**config.mk**
```make
export PLATFORM = sky130hd
export DESIGN_NAME = bin2bcd_seq
export DESIGN_NICKNAME = d
export VERILOG_FILES = /design/src/rtl/bin2bcd_seq_pkg.sv /design/src/rtl/bin2bcd_seq_bcd_add3.sv /design/src/rtl/bin2bcd_seq.sv
export SDC_FILE = /design/constraint.sdc
export NUM_CORES = 1
export LEC_CHECK = 0
export CAP_MARGIN = 10
export CELL_PAD_IN_SITES_DETAIL_PLACEMENT = 1
export CELL_PAD_IN_SITES_GLOBAL_PLACEMENT = 1
export CORE_UTILIZATION = 30
export DETAILED_ROUTE_END_ITERATION = 8
export GPL_ROUTABILITY_DRIVEN = 0
export HOLD_SLACK_MARGIN = 0.06
export PLACE_DENSITY = 0.67
export SLEW_MARGIN = 20
export SYNTH_ARGS = -nofsm -noshare
export SYNTH_HDL_FRONTEND = slang
export SYNTH_SLANG_ARGS = --single-unit
export TNS_END_PERCENT = 20
```
**constraint.sdc**
```tcl
create_clock -name clk -period 1.7 [get_ports clk]
set_input_delay 0.34 -clock clk [delete_from_list [all_inputs] [get_ports clk]]
set_output_delay 0.34 -clock clk [all_outputs]
set_load 0.03 [all_outputs]
```
**src/rtl/bin2bcd_seq_pkg.sv**
```systemverilog
// rtl/bin2bcd_seq_pkg.sv - shared constants and state encoding for bin2bcd_seq
package bin2bcd_seq_pkg;

    localparam int DEF_W   = 20;
    localparam int DEF_D   = 7;
    localparam int DIGIT_W = 4;

    typedef enum logic [1:0] {
        IDLE = 2'b00,
        OP   = 2'b01,
        DONE = 2'b10
    } state_t;

endpackage

```
**src/rtl/bin2bcd_seq_bcd_add3.sv**
```systemverilog
// rtl/bin2bcd_seq_bcd_add3.sv - combinational "if digit >= 5 add 3" correction cell
module bcd_add3
    import bin2bcd_seq_pkg::*;
(
    input  logic [DIGIT_W-1:0] digit,
    output logic [DIGIT_W-1:0] fixed
);

    assign fixed = (digit >= 4'd5) ? digit + 4'd3 : digit;

endmodule

```
**src/rtl/bin2bcd_seq.sv**
```systemverilog
// rtl/bin2bcd_seq.sv - sequential shift-and-add-3 binary to packed BCD converter
module bin2bcd_seq
    import bin2bcd_seq_pkg::*;
#(
    parameter int W = DEF_W,
    parameter int D = DEF_D
) (
    input  logic                 clk,
    input  logic                 rst,
    input  logic                 start,
    input  logic [W-1:0]         bin,
    output logic                 ready,
    output logic                 done,
    output logic [DIGIT_W*D-1:0] bcd
);

    localparam int CW = $clog2(W + 1);

    state_t                 state, state_next;
    logic [W-1:0]           shift_reg, shift_next;
    logic [DIGIT_W*D-1:0]   acc, acc_next, acc_fixed;
    logic [CW-1:0]          count, count_next;

    for (genvar i = 0; i < D; i++) begin : g_digit
        bcd_add3 u_add3 (
            .digit (acc[DIGIT_W*i +: DIGIT_W]),
            .fixed (acc_fixed[DIGIT_W*i +: DIGIT_W])
        );
    end

    always_ff @(posedge clk or posedge rst) begin
        if (rst) begin
            state     <= IDLE;
            shift_reg <= '0;
            acc       <= '0;
            count     <= '0;
        end else begin
            state     <= state_next;
            shift_reg <= shift_next;
            acc       <= acc_next;
            count     <= count_next;
        end
    end

    always_comb begin
        state_next = state;
        shift_next = shift_reg;
        acc_next   = acc;
        count_next = count;
        ready      = 1'b0;
        done       = 1'b0;
        case (state)
            IDLE: begin
                ready = 1'b1;
                if (start) begin
                    state_next = OP;
                    shift_next = bin;
                    acc_next   = '0;
                    count_next = CW'(W);
                end
            end
            OP: begin
                // The D constraint guarantees the corrected MSB shifted out is always 0.
                acc_next   = (acc_fixed << 1) | {{(DIGIT_W*D-1){1'b0}}, shift_reg[W-1]};
                shift_next = shift_reg << 1;
                count_next = count - 1'b1;
                if (count == CW'(1)) begin
                    state_next = DONE;
                end
            end
            DONE: begin
                done       = 1'b1;
                state_next = IDLE;
            end
            default: state_next = IDLE;
        endcase
    end

    assign bcd = acc;

endmodule
```
==> flow_metrics.tcl <==
set metrics [dict create \
    syn_avg_cell_area_um2 9.844 \
    seq_area_mm2 0.001378 \
    drc_errors 0 \
    total_power_uw 7156 \
    path_clk_slew_ns 0.10 \
    hold_class "input port to asynchronous set/reset pin" \
    irDropWorstVdd_uv 570.9 \
    dpl_cell_area_mm2 0.003834 \
    cp_cell_sequence "buf_4 -> nand2b_2 -> nor4_1 -> mux2i_1" \
    die_x_um 104.0 \
    timing.max_cap.violations 0 \
    period_share_pct 94.25 \
    vias 2568 \
    fin_worst_skew_ns 0.004936 \
    die_area_mm2 0.01081 \
    syn2layout_area_growth_pct 24.26 \
    rsz0062_at_grt "false" \
    synth_top_area_share_pct 44.11 \
    yosysTopAreaCell "dfrtp_1" \
    synth_most_common_cell "dfrtp_1" \
    synth_nets 356 \
    place_inst 493 \
    initial_utilization_pct 31.49 \
    grt_antenna_before_repair 0 \
    io-pin-count 53 \
    tightestPinTransition_ns 0.4293 \
    multi_input_area_mm2 0.001483 \
    powerDensity_mw_per_mm2 1845 \
    end_kind "flop" \
    crit_type "flop to flop" \
    synth_edf_count 0 \
    first_global_vias 2819 \
    ys.flop_type "dfrtp_1" \
    slowest_delay_ns 0.44 \
    slowest_stage "dfrtp_1" \
    ctsHtreeMaxLevel 2 \
    outcome "finished, final reports clean" \
    fmax_mhz 624.1 \
    die_y_um 104.0 \
    layout-drive-gt1-share_pct 7.065 \
    cp.arrival_ns 1.84 \
    cts_tree "done" \
    cts_made_buffers 5 \
    ys_seq_area_share_pct 44.11 \
    postLayoutCoreUtil_pct 39.13 \
    yosys.cell_types.count 39 \
    finalNonFillerCells 501 \
    synth-seq-cells 55 \
    rows 36 \
    hpwl_um 5754 \
    synth.top_cells.by_count "55 x dfrtp_1, 36 x nand2_1, 32 x inv_1" \
    io_buffers 52 \
    worst-path-buf-inv 1 \
    fin_setup_tns_ns 0 \
    start_kind "flop" \
    fp.coreArea_mm2 0.009910 \
    slew-limit-headroom_pct 71.11 \
    crit_required_ns 1.94 \
    wl_per_cell_um 15.94 \
    cp_max_fo 23 \
    cts_setup_buffers 0 \
    fin_area_mm2 0.003877 \
    cts_buffer_depth 2 \
    ys_warn_count 0 \
    setup_viol 0 \
    p_leak_uw 0.001806 \
    finalNetCount 406 \
    fill_cells 1172 \
    synthCells 317 \
    report.final.hold_viol_count 0 \
    clock_latency_ns 0.31 \
    cts_root_buffer "clkbuf_8" \
    syn_area_mm2 0.003120 \
    ant_nets 0 \
    antenna_cells 0 \
    async_flop_share_pct 100.0 \
    grt_first_pass_wirelength_um 13980 \
    vias_per_cell 5.126 \
    grt_usage_pct 15.61 \
    final_max_slew_viol_count 0 \
    wl_um 7986 \
    first_pass_iters 4 \
    fin_crit_ns 1.602 \
    critPathTopFamily "simple AND/OR/NAND/NOR gates" \
    largest_reg_flops 28 \
    grt-ovfl-total 0 \
    drt_iter0_drc 84 \
    synth.area.top_cells "dfrtp_1 44%, ha_1 6.4%, nand2_1 4.3%, and3b_1 4.2%, o21ai_0 4.2%" \
    grt_max_degree 56 \
    cts_sinks 55 \
]
[path summary, 6_finish.rpt]
path	from	slack, ns	end	depth (start not counted)
max	state[1]$_DFFE_PP0P_	0.1	count[3]$_DFFE_PP0P_	4
min	rst	0.40	bcd[23]$_DFFE_PP0P_	3
max reg2reg	state[1]$_DFFE_PP0P_	0.1	count[3]$_DFFE_PP0P_	4
min reg2reg	shift_reg[16]$_DFFE_PP0P_	0.49	shift_reg[16]$_DFFE_PP0P_	2
max in group asynchronous	rst	1.05	bcd[16]$_DFFE_PP0P_	3
min in group clk	shift_reg[16]$_DFFE_PP0P_	0.49	shift_reg[16]$_DFFE_PP0P_	2
[where the power goes]
part / internal (uW) / switching [uW]
registers: 1850 / 476
logic: 1710 / 2400
clock network: 291 / 431
[layout make-up]
| type | instances | share of cell area [%] |
|---|---|---|
| flip-flops and latches | 55 | 35.53 |
| well taps | 133 | 4.292 |
| inverters | 32 | 3.098 |
| clock inverters | 1 | 0.1291 |
| clock buffers | 7 | 1.968 |
| multi-input cells | 210 | 38.24 |
| repair buffers | 63 | 16.75 |
[per-stage QoR]
stage | hold WS [ns] | worst slack [ns]
after global placement | 0.4622 | 0.003026
final | 0.3960 | 0.09781
after detailed placement | 0.4761 | -0.01342
after global routing | 0.4337 | 0.02263
after CTS | 0.4059 | 0.001666
after floorplan | 0.4484 | 0.01707
[cells in the final DEF (no fill, tap or decap), types with 4 or more instances in the layout]
| cell | n |
|---|---|
| inv_1 | 31 |
| o211ai_1 | 7 |
| clkdlybuf4s50_1 | 22 |
| xnor2_1 | 6 |
| o31ai_1 | 5 |
| a32o_1 | 7 |
| o21ai_0 | 26 |
| buf_4 | 4 |
| o221ai_1 | 7 |
| ha_1 | 16 |
| buf_12 | 7 |
| and3b_1 | 15 |
| dlygate4sd2_1 | 27 |
| nand2b_1 | 7 |
| o21a_1 | 7 |
| nand2_1 | 36 |
| o32ai_1 | 6 |
| a21oi_1 | 16 |
| a22oi_1 | 4 |
| dfrtp_1 | 54 |
| nor2b_1 | 9 |
| clkbuf_8 | 5 |
| o2111ai_1 | 14 |
[worst min-delay path: stages]
cell and delay (ns):
clkdlybuf4s50_1 0.41, inv_2 0.07, buf_12 0.28
[cell families after synthesis]
family	after synthesis	synth area share, %
flops	55	44.11
simple gates	77	13.75
compound gates	110	25.06
xor+xnor	6	1.684
buf+inv	52	8.661
fa+ha+maj	16	6.415
mux	1	0.3208
[what timing repair did]
| item | 4_1_cts | 5_1_grt |
|---|---|---|
| resized for setup | 29 | 7 |
| hold buffers | 0 | 0 |
| pin swaps | 0 | 0 |
| endpoints found under the setup margin | 29 | 8 |
| gates cloned | 0 | 0 |
[layer usage]
layer	track usage (%)	vias to the layer above	share of wire [%]
li1	-	1242	-
met3	2.757	6	3.1
met1	21.63	1269	50
met4	3.367	0	0.81
met5	0	-	0
met2	25.38	51	46
No activity file was read; power rests on OpenSTA's default activity.
